===== src/rtl/event_rr_arbiter.sv =====
// -----------------------------------------------------------------------------
// event_rr_arbiter
//
// Round-robin arbiter with a valid/ready grant handshake. It serialises N
// level-sensitive request lines onto a shared event bus. The one-hot grant and
// its encoded index are registered. A grant is held until it is accepted, and
// the next grant can follow on the same edge with no bubble.
//
// Optional feature: define ARB_TIMEOUT_EN to drop a grant that has waited
// TIMEOUT cycles for ready_i. Without the macro no counter logic exists and
// timeout_o is tied to 0.
//
// Parameters:
//   N        number of requesters (>= 2)
//   AW       address width (>= clog2(N))
//   TIMEOUT  cycles a grant may wait before being dropped (>= 1, macro only)
//
// Ports:
//   clk_i      clock
//   reset_i    asynchronous, active-high reset
//   enable_i   permits new grants; an outstanding handshake still completes
//   req_i      request lines, level-sensitive
//   ready_i    downstream accepts the current grant
//   valid_o    grant outstanding
//   gnt_o      one-hot grant, zero when valid_o = 0
//   addr_o     index of the granted requester, zero when valid_o = 0
//   timeout_o  one-cycle pulse when a grant is dropped by timeout
// -----------------------------------------------------------------------------
module event_rr_arbiter #(
    parameter int unsigned N       = 8,
    parameter int unsigned AW      = 3,
    parameter int unsigned TIMEOUT = 16
) (
    input  logic          clk_i,
    input  logic          reset_i,
    input  logic          enable_i,
    input  logic [N-1:0]  req_i,
    input  logic          ready_i,
    output logic          valid_o,
    output logic [N-1:0]  gnt_o,
    output logic [AW-1:0] addr_o,
    output logic          timeout_o
);

    // Elaboration-time parameter checks.
    if (N < 2) begin : g_bad_n
        $error("event_rr_arbiter: N must be at least 2");
    end
    if ((1 << AW) < N) begin : g_bad_aw
        $error("event_rr_arbiter: AW too small for N");
    end
    if (TIMEOUT < 1) begin : g_bad_timeout
        $error("event_rr_arbiter: TIMEOUT must be at least 1");
    end

    logic          r_valid;
    logic [N-1:0]  r_gnt;
    logic [AW-1:0] r_addr;
    logic [N-1:0]  r_mask;

    logic          w_hs;
    logic          w_to;
    logic          w_serve;
    logic          w_load;
    logic [N-1:0]  w_req_eff;
    logic [N-1:0]  w_mask_req;
    logic [N-1:0]  w_pick_src;
    logic [N-1:0]  w_gnt_next;
    logic [N-1:0]  w_mask_next;
    logic [AW-1:0] w_addr_next;
    logic          w_found;

    assign w_hs    = r_valid & ready_i;
    // A timed-out grant is retired exactly like an accepted one.
    assign w_serve = w_hs | w_to;

    // The requester retired this cycle must not win this cycle's arbitration.
    assign w_req_eff  = req_i & ~(w_serve ? r_gnt : '0);
    assign w_mask_req = w_req_eff & r_mask;
    assign w_pick_src = (|w_mask_req) ? w_mask_req : w_req_eff;

    assign w_load = enable_i & (|w_req_eff) & (~r_valid | w_serve);

    // Lowest-set-bit pick. The next mask has every bit above the winner set;
    // that is zero for the top index, which forces the raw path next time.
    always_comb begin
        w_gnt_next  = '0;
        w_addr_next = '0;
        w_mask_next = '0;
        w_found     = 1'b0;
        for (int j = 0; j < N; j++) begin
            w_mask_next[j] = w_found;
            if (w_pick_src[j] && !w_found) begin
                w_found        = 1'b1;
                w_gnt_next[j]  = 1'b1;
                w_addr_next    = AW'(j);
            end
        end
    end

    always_ff @(posedge clk_i or posedge reset_i) begin
        if (reset_i) begin
            r_valid <= 1'b0;
            r_gnt   <= '0;
            r_addr  <= '0;
            r_mask  <= '1;
        end else if (w_load) begin
            r_valid <= 1'b1;
            r_gnt   <= w_gnt_next;
            r_addr  <= w_addr_next;
            r_mask  <= w_mask_next;
        end else if (w_serve) begin
            r_valid <= 1'b0;
            r_gnt   <= '0;
            r_addr  <= '0;
        end
    end

`ifdef ARB_TIMEOUT_EN
    localparam int unsigned CW = (TIMEOUT > 1) ? $clog2(TIMEOUT) : 1;

    logic [CW-1:0] r_cnt;
    logic          r_timeout;

    // A handshake takes precedence, so no timeout when ready_i is high.
    assign w_to = r_valid & ~ready_i & (r_cnt == CW'(TIMEOUT - 1));

    always_ff @(posedge clk_i or posedge reset_i) begin
        if (reset_i) begin
            r_cnt     <= '0;
            r_timeout <= 1'b0;
        end else begin
            r_timeout <= w_to;
            if (w_load || w_serve || !r_valid) begin
                r_cnt <= '0;
            end else begin
                r_cnt <= r_cnt + 1'b1;
            end
        end
    end

    assign timeout_o = r_timeout;
`else
    assign w_to      = 1'b0;
    assign timeout_o = 1'b0;
`endif

    assign valid_o = r_valid;
    assign gnt_o   = r_gnt;
    assign addr_o  = r_addr;

endmodule


===== config.mk =====
export PLATFORM = sky130hd
export DESIGN_NAME = event_rr_arbiter
export DESIGN_NICKNAME = d
export VERILOG_FILES = /design/src/rtl/event_rr_arbiter.sv
export SDC_FILE = /design/constraint.sdc
export NUM_CORES = 1
export LEC_CHECK = 0
export ABC_CLOCK_PERIOD_IN_PS = 2350
export CAP_MARGIN = 40
export CORE_UTILIZATION = 49
export DETAILED_ROUTE_END_ITERATION = 7
export HOLD_SLACK_MARGIN = 0.06
export PLACE_DENSITY = 0.78
export SETUP_SLACK_MARGIN = 0.05
export SLEW_MARGIN = 25
export SYNTH_ARGS = -nofsm -noshare
export SYNTH_HDL_FRONTEND = slang
export SYNTH_SLANG_ARGS = --single-unit

===== constraint.sdc =====
create_clock -name clk_i -period 2.35 [get_ports clk_i]
set_input_delay 0.3525 -clock clk_i [delete_from_list [all_inputs] [get_ports clk_i]]
set_output_delay 0.3525 -clock clk_i [all_outputs]
set_load 0.01 [all_outputs]

# ---- Word-level counts from Yosys, hierarchy flattened
# Cells that the tools add are included.
dict set report op_classes {
  add_sub_neg 0
  n_mul 0
  n_div 0
  magnitude_cmp 0
  n_eq_ne 0
  n_shift 0
  mux 29
  bitwise 8
  n_reduce_logical 17
}
# operator count
set op_table {}
lappend op_table {{2-to-1 mux 8 bit} 4}
lappend op_table {{2-to-1 mux 3 bit} 8}
lappend op_table {{2-to-1 mux 1 bit} 17}
lappend op_table {{bitwise AND 8 bit} 2}
lappend op_table {{OR reduction 8 bit} 2}
lappend op_table {{NOT 8 bit} 1}
lappend op_table {{logical AND 1 bit} 7}
lappend op_table {{logical NOT 1 bit} 7}
lappend op_table {{bitwise AND 1 bit} 3}
lappend op_table {{nonzero test 2 bit} 1}
lappend op_table {{NOT 1 bit} 1}
lappend op_table {{bitwise OR 1 bit} 1}
dict set report totals {
  ff_bits 20
  latch_bits 0
  mem_bits_rw 0
  mem_bits_ro 0
  in_bits 12
  output_inout_bits 13
  elab_cells 58
  memories 0
}

# ---- Longest topological paths before layout
# Gate-level depths: netlist of the first run.
dict set report depth {
  ltp_word 30
  mapped_depth 9
  mapped_depth_nobuf 7
}

# ---- Worst setup path after synthesis of the first run
# No wires, ideal clock.
dict set report synth_path {
  path_type {register -> register}
  from {register r_valid (netlist: valid_o)}
  to {register r_addr[0] (netlist: addr_o[0])}
  setup_ns 0.126
  arrival_time_ns 2.024
  t_required_ns 2.224
  setup_slack_ns 0.200
  stages_incl_launch_ff 9
  path_buffers 1
  period_less_slack_ns 2.150
  path_cell_list {dfrtp_1 -> buf_6 -> nand3_2 -> a32o_2 -> nor4_4 -> o211ai_1 -> nand4_1 -> nor3b_1 -> a221o_1}
}
dict set report synth_between {
  elab_chain_cells 30
  word_cells_on_any_way 42
  classes_between {mux (17); bitwise (8); reduce/logical (17)}
}
# element line_no
set synth_lines {}
lappend synth_lines {{from (decl)} 56} ;# logic r_valid;
lappend synth_lines {{from (signal assigned)} 103} ;# r_valid <= 1'b0;
lappend synth_lines {{from (signal assigned)} 108} ;# r_valid <= 1'b1;
lappend synth_lines {{from (signal assigned)} 113} ;# r_valid <= 1'b0;
lappend synth_lines {{bitwise AND 1 bit} 73} ;# assign w_hs = r_valid & ready_i;
lappend synth_lines {{2-to-1 mux 8 bit} 78} ;# assign w_req_eff = req_i & ~(w_serve ? r_gnt : '0);
lappend synth_lines {{NOT 8 bit} 78}
lappend synth_lines {{bitwise AND 8 bit} 78}
lappend synth_lines {{bitwise AND 8 bit} 79} ;# assign w_mask_req = w_req_eff & r_mask;
lappend synth_lines {{OR reduction 8 bit} 80} ;# assign w_pick_src = (|w_mask_req) ? w_mask_req : w_req_eff;
lappend synth_lines {{2-to-1 mux 8 bit} 80}
lappend synth_lines {{2-to-1 mux 1 bit} 93} ;# if (w_pick_src[j] && !w_found) begin
lappend synth_lines {{[... 14 more ...]} -}
lappend synth_lines {{2-to-1 mux 1 bit} 93}
lappend synth_lines {{logical NOT 1 bit} 93}
lappend synth_lines {{logical AND 1 bit} 93}
lappend synth_lines {{2-to-1 mux 1 bit} 93}
lappend synth_lines {{logical NOT 1 bit} 93}
lappend synth_lines {{logical AND 1 bit} 93}
lappend synth_lines {{2-to-1 mux 3 bit} 93}
lappend synth_lines {{2-to-1 mux 3 bit} 107} ;# end else if (w_load) begin
lappend synth_lines {{to (signal assigned)} 110} ;# r_addr <= w_addr_next;
lappend synth_lines {{to (decl)} 58} ;# logic [AW-1:0] r_addr;
# Parallel ways exist; a longest one is shown, timed or not.
# A chain may end at the register's enable or synchronous reset.

# ---- Worst setup path in the final report of the first run
# Ends and elaborated chain as after synthesis.

==> out/summary.txt, run 1 <==
post-synth top area share = 0.260
chip width = 50.6 µm
status = completed
GRT Total Usage = 0.285
switching share of total power = 0.343
peak supply drop = 0.662 mV
placer congestion estimate = 0.978
DRC Markers = 0
RSZ-0062 raised after global routing = yes
Post-synth EDFFs = 0
Post-synth ARST share = 1.00
hold buffer count at CTS = 0
Post-Syn Nets = 127
largest net degree at the start of global routing = 21
Synth cell types = 43
Post-Syn Area = 1160 µm²
Reg power frac = 0.394
Post-Layout Cell Count = 210
Pint = 0.872 mW
Root Driver = clkbuf_4
fmax = 438 MHz
Site Rows = 17
area leader, netlist = dfrtp_1
LEAKAGE = 0.882 nW
Final ANT Viol Nets = 0
syn avg cell area = 10.1 µm²
clock buffer depth = 2
Synth area leaders = dfrtp_1 26%, dfstp_2 18%, nand3_1 4.3%
layout filler cell count = 129
Final period util = 0.972
initial antenna violation count = 0
main flop type after synthesis = dfrtp_1
DR iter-0 viols = 59
Crit path required time = 2550 ps
Initial DRT Pass Iterations = 4
most frequent cells in the layout = 40 x buf_4, 16 x clkdlybuf4s50_1, 11 x nand2_1, 11 x dfrtp_1, 8 x dfstp_2
area delta synth->final = 62.2%
Final Hold Vio Count = 0
critical path arrival = 2490 ps
Placement Cell Area = 1630 µm²
Max-slew headroom = 0.667
HP Class = in2async
setup TNS = 0 ps
total congestion overflow = 0
DR WL/cell = 18.1 µm
Worst R2R Start = valid_o$_DFFE_PP0P_
post-layout net count = 195
most common cell after layout, fill and taps aside = buf_4
hpwl dp = 2490 µm
Final Cell Area = 1880 µm²
# placed instances = 194
FF/Latch Area = 512 µm²
PortBufs = 23
max cap viols = 0
number of I/O pins = 25
share of cells above drive strength 1 = 0.484
#FFs+latches synth = 20
clk slew on worst S/H paths = 110 ps
final wirelength = 3800 µm
post-layout min period = 2280 ps
CTS buffer count = 3
full die area = 2560 µm²
Fin Clk Skew = 1.02 ps
TritonCTS clock tree = done
area of the multi-input gates = 666 µm²
Comb pwr share = 0.451
routed vias/inst = 6.11
Core ar. = 2210 µm²
Pwr per Cell Area = 708 nW/µm²
Max H-tree Level = 1
Starting Density = 0.523
critical path class = reg2reg
Max Slew Vio Count = 0
clock latency at the later pin of the worst-skew pair = 310 ps
Seq/Total Area, Yosys = 0.442
post-synthesis cell count = 115
Clk pwr share = 0.154
Worst Tran Pin Value = 498 ps
# setup viols final = 0
CTS Sinks = 20
crit end category = register
overall power = 1.33 mW
first-pass GRT wire length = 5350 µm
total number of vias = 1283
CP Max Fanout = 8
vias in the first global route = 1135
Setup crit start = valid_o$_DFFE_PP0P_
ant diodes = 0
CP Launch Type = register
sw power = 0.456 mW
YS warnings = 0
Die Y = 50.6 µm
==> worst max-delay path, cell delays in order (launching register included) <==
cell and delay [ps]:
dfrtp_2 490, buf_6 160, nand3_1 90, a32o_2 170, nor4_4 40, buf_6 130, o211ai_1 350, buf_4 190
o21a_1 150, o21ai_2 70, a221o_1 320
==> cells in the mapped netlist, types with 2 or more instances <==
cell type and n:
clkbuf_1 2, o211ai_1 6, nor2b_1 3, and2_2 5
o21ai_0 5, o21a_1 3, o21ai_1 2, buf_6 2
dfrtp_1 12, a21oi_1 2, o31ai_1 3, nand3_2 2
a32o_2 4, nand2_1 11, and2_1 2, dfstp_2 8
nand3_1 10, inv_1 7, a22oi_1 2
==> logic make-up (layout without fill, tap and decap cells) <==
family / count (synthesis) / in the layout / share of synthesized area
simple gates: 41 / 41 / 0.218
mux: 1 / 1 / 0.00974
buf+inv: 12 / 79 / 0.0552
flops: 20 / 20 / 0.442
compound gates: 40 / 40 / 0.273
other cells: 1 / 1 / 0.00324
==> final cells by class <==
type / count / area share
Timing Repair Buffer: 68 / 0.320
Sequential cell: 20 / 0.273
Multi-Input combinational cell: 83 / 0.355
Clock buffer: 4 / 0.0193
Inverter: 7 / 0.0140
Tap cell: 28 / 0.0187
==> sequential cells by signal (all words and copies together) (netlist names) <==
name and count:
gnt_o 8, r_mask 8, addr_o 3, valid_o 1
==> timing repair <==
action / CTS / global route
endpoints found under the setup margin: 15 / 12
gates cloned: 0 / 0
pin swaps: 5 / 14
gates resized for setup: 6 / 25
setup buffers: 1 / 10
==> metal layers <==
| layer | GRT usage | vias to the layer above | wire length (µm) |
|---|---|---|---|
| met5 | 0 | - | 0 |
| met4 | 0.0926 | 0 | 82 |
| met3 | 0.0515 | 12 | 264 |
| met2 | 0.464 | 66 | 1910 |
| met1 | 0.380 | 638 | 1550 |
| li1 | - | 567 | - |
==> per-stage QoR <==
stage | util | setup WS (ps) | hold WS [ps]
3_3_place_gp | 0.738 | -368 | 466
6_report | 0.848 | 65.4 | 254
4_1_cts | 0.767 | 49.5 | 488
2_1_floorplan | - | 200 | 310
5_1_grt | 0.848 | -29.4 | 300
3_5_place_dp | 0.738 | -464 | 477
==> path summary, 6_finish.rpt <==
path | to | slack (ps) | cells after the start
min | gnt_o[1]$_DFFE_PP0P_ | 250 | 2
min in group clk_i | r_mask[7]$_DFFE_PP1P_ | 500 | 2
max | addr_o[0]$_DFFE_PP0P_ | 70 | 10
min reg2reg | r_mask[7]$_DFFE_PP1P_ | 500 | 2
max reg2reg | addr_o[0]$_DFFE_PP0P_ | 70 | 10
max in group asynchronous | r_mask[5]$_DFFE_PP1P_ | 1630 | 3
==> power by group through the flow <==
stage                     Combinational [mW]  Clock [mW]  Sequential, mW
final                                  0.599       0.205           0.523
after global routing                   0.637       0.212           0.531
after CTS                              0.516       0.208           0.518
after detailed placement               0.500           0           0.524
after global placement                 0.493           0           0.522
after floorplan                        0.246           0           0.520
No activity file was read; power rests on OpenSTA's default activity.
==> inputs of run 2 (changes only) <==
--- a/config.mk
+++ b/config.mk
@@ -5,7 +5,7 @@
 export SDC_FILE = /design/constraint.sdc
 export NUM_CORES = 1
 export LEC_CHECK = 0
-export ABC_CLOCK_PERIOD_IN_PS = 2350
+export ABC_CLOCK_PERIOD_IN_PS = 2200
 export CAP_MARGIN = 40
 export CORE_UTILIZATION = 49
 export DETAILED_ROUTE_END_ITERATION = 7
==> constraint.sdc (replaced) <==
create_clock -name clk_i -period 2.2 [get_ports clk_i]
set_input_delay 0.33 -clock clk_i [delete_from_list [all_inputs] [get_ports clk_i]]
set_output_delay 0.33 -clock clk_i [all_outputs]
set_load 0.01 [all_outputs]
==> run 2 against run 1 <==
- the run now ends with setup timing left
- clock power shrank 10%
- power is 11% higher
- count of clock-buffer cells in the layout unchanged
- cell count grew 2.9%
- global-route usage increased by 4.0 points
- register-to-register slack worse by 200 ps
- first-iteration DRC count fell by 15%
- sequential power grew 6.9%
- routed wire length grew 14%
- maximum frequency decreased by 2.3%
- via count up 3.3%
- non-clock buffer count rose by 6
- critical path type unchanged
==> out/summary.txt, run 2 (synthesized netlist as in run 1, its figures left out) <==
clk slew on worst S/H paths = 110 ps (about the same)
Die Y = 50.6 µm (unchanged)
share of cells above drive strength 1 = 0.521 (+0.0378)
# setup viols final = 4 (+4)
chip width = 50.6 µm (unchanged)
status = finished, violations left
LEAKAGE = 0.883 nW (+0.11%)
Final Cell Area = 1920 µm² (+2.3%)
ant diodes = 0 (unchanged)
clock buffer depth = 2 (unchanged)
total number of vias = 1325 (+3.3%)
area delta synth->final = 66.0%
CP max-delay cell = dfrtp_2
fmax = 428 MHz (-2.3%)
Core ar. = 2210 µm² (unchanged)
most common cell after layout, fill and taps aside = buf_4
clock latency at the later pin of the worst-skew pair = 310 ps (about the same)
most frequent cells in the layout = 46 x buf_4, 16 x clkdlybuf4s50_1, 11 x nand2_1, 11 x dfrtp_1, 8 x dfstp_2
PortBufs = 23 (unchanged)
vias in the first global route = 1279 (+13%)
layout filler cell count = 93 (-28%)
Pwr per Cell Area = 766 nW/µm² (+8.2%)
initial antenna violation count = 0 (unchanged)
crit end category = register
Site Rows = 17 (unchanged)
total congestion overflow = 0 (unchanged)
max cap viols = 0 (unchanged)
DR iter-0 viols = 50 (-15%)
critical path arrival = 2540 ps (+50 ps)
post-layout net count = 201 (+3.1%)
Root Driver = clkbuf_4
Placement Cell Area = 1660 µm² (+1.8%)
first-pass GRT wire length = 5840 µm (+9.2%)
final wirelength = 4320 µm (+14%)
Max H-tree Level = 1 (unchanged)
Final Hold Vio Count = 0 (unchanged)
pre-CTS setup slack = -534 ps (-70.5 ps)
DR WL/cell = 20.0 µm (+11%)
worst reg2reg setup slack = -140 ps (-200 ps)
Max Slew Vio Count = 0 (unchanged)
Final ANT Viol Nets = 0 (unchanged)
Worst path max stage delay = 460 ps (-30 ps)
placer congestion estimate = 0.938 (-4.1%)
number of I/O pins = 25 (unchanged)
hpwl dp = 2550 µm (+2.5%)
Crit path required time = 2400 ps (-150 ps)
CTS buffer count = 3 (unchanged)
Final period util = 1.06 (+0.0902)
DRC Markers = 0 (unchanged)
peak supply drop = 0.709 mV (+7.0%)
GRT Total Usage = 0.324 (+0.0395)
violated checks = setup timing
Starting Density = 0.523 (unchanged)
RSZ-0062 raised after global routing = yes
Initial DRT Pass Iterations = 4 (unchanged)
TritonCTS clock tree = done
CP Max Fanout = 6 (-2)
critical path class = reg2reg
HP Class = in2async
Fin Clk Skew = 0.616 ps (-0.408 ps)
CTS Sinks = 20 (unchanged)
largest net degree at the start of global routing = 21 (unchanged)
Final WS setup = -137 ps (-203 ps)
critical-path cell list = buf_6, nand3_2, a32o_2, nor4_4, clkdlybuf4s15_2, o211ai_1, nand4_1, buf_4, nor3b_4, a221o_1
routed vias/inst = 6.13 (+0.40%)
post-layout min period = 2340 ps (+52.6 ps)
full die area = 2560 µm² (unchanged)
CP Launch Type = register
run 2: changes by cell type in the layout (fill, tap and decap cells not counted), moves of 2 or more:
cell / change
o31ai_2: +2
dlymetal6s2s_1: -5
buf_4: +6
dlygate4sd2_1: +5
o31ai_1: -2
run 2: stage by stage:
| stage | util | hold WS (ps) | std cells | TNS [ps] | power (mW) |
|---|---|---|---|---|---|
| finish | 0.868 | 179 | 216 | -197 | 1.47 |
| global route | 0.868 | 218 | 216 | -920 | 1.53 |
| CTS | 0.811 | 454 | 208 | -17.7 | 1.36 |
| detailed placement | 0.751 | 463 | 198 | -8110 | 1.11 |
| global placement | 0.751 | 466 | 198 | -6760 | 1.10 |
| floorplan | - | 288 | 115 | 0 | 0.818 |
run 2: layout make-up:
type | count | area (µm²) | area share
Inverter | 7 | 26.3 | 0.0137
Sequential cell | 20 | 512 | 0.267
Tap cell | 28 | 35.0 | 0.0183
Timing Repair Buffer | 74 | 627 | 0.327
Multi-Input combinational cell | 83 | 693 | 0.361
Clock buffer | 4 | 26.3 | 0.0137
run 2: power by group:
group / internal (mW) / switching [mW]
sequential: 0.478 / 0.0809
combinational: 0.400 / 0.328
clock: 0.0710 / 0.113
run 2: final timing paths:
path | start | to | cells past startpoint
worst min register to register | addr_o[2]$_DFFE_PP0P_ | addr_o[2]$_DFFE_PP0P_ | 2
worst min-delay path | reset_i | addr_o[1]$_DFFE_PP0P_ | 2
worst max-delay path | valid_o$_DFFE_PP0P_ | addr_o[0]$_DFFE_PP0P_ | 10
min in group clk_i | addr_o[2]$_DFFE_PP0P_ | addr_o[2]$_DFFE_PP0P_ | 2
worst max register to register | valid_o$_DFFE_PP0P_ | addr_o[0]$_DFFE_PP0P_ | 10
max in group asynchronous | reset_i | r_mask[4]$_DFFE_PP1P_ | 3
run 2: metal layers:
metal / part of all wire / global-route usage / routed length [µm]
met1: 0.38 / 0.376 / 1640
met2: 0.50 / 0.571 / 2160
met3: 0.075 / 0.0576 / 323
met4: 0.046 / 0.157 / 197
met5: 0 / 0 / 0
run 2: timing repair:
| action | CTS | global route |
|---|---|---|
| setup endpoints to repair | 17 | 17 |
| buffers inserted | 5 | 8 |
| resized for setup | 19 | 18 |
| hold buffers | 0 | 0 |
| pin swaps | 11 | 10 |
| gates cloned | 1 | 0 |
run 2: worst max-delay path: cells and delay by family (launching register included):
family	cells	cell delay, ps
AND/OR/NAND/NOR	4	520
buffers and inverters	3	570
flip-flops	1	460
AO/OA/AOI/OAI	3	670
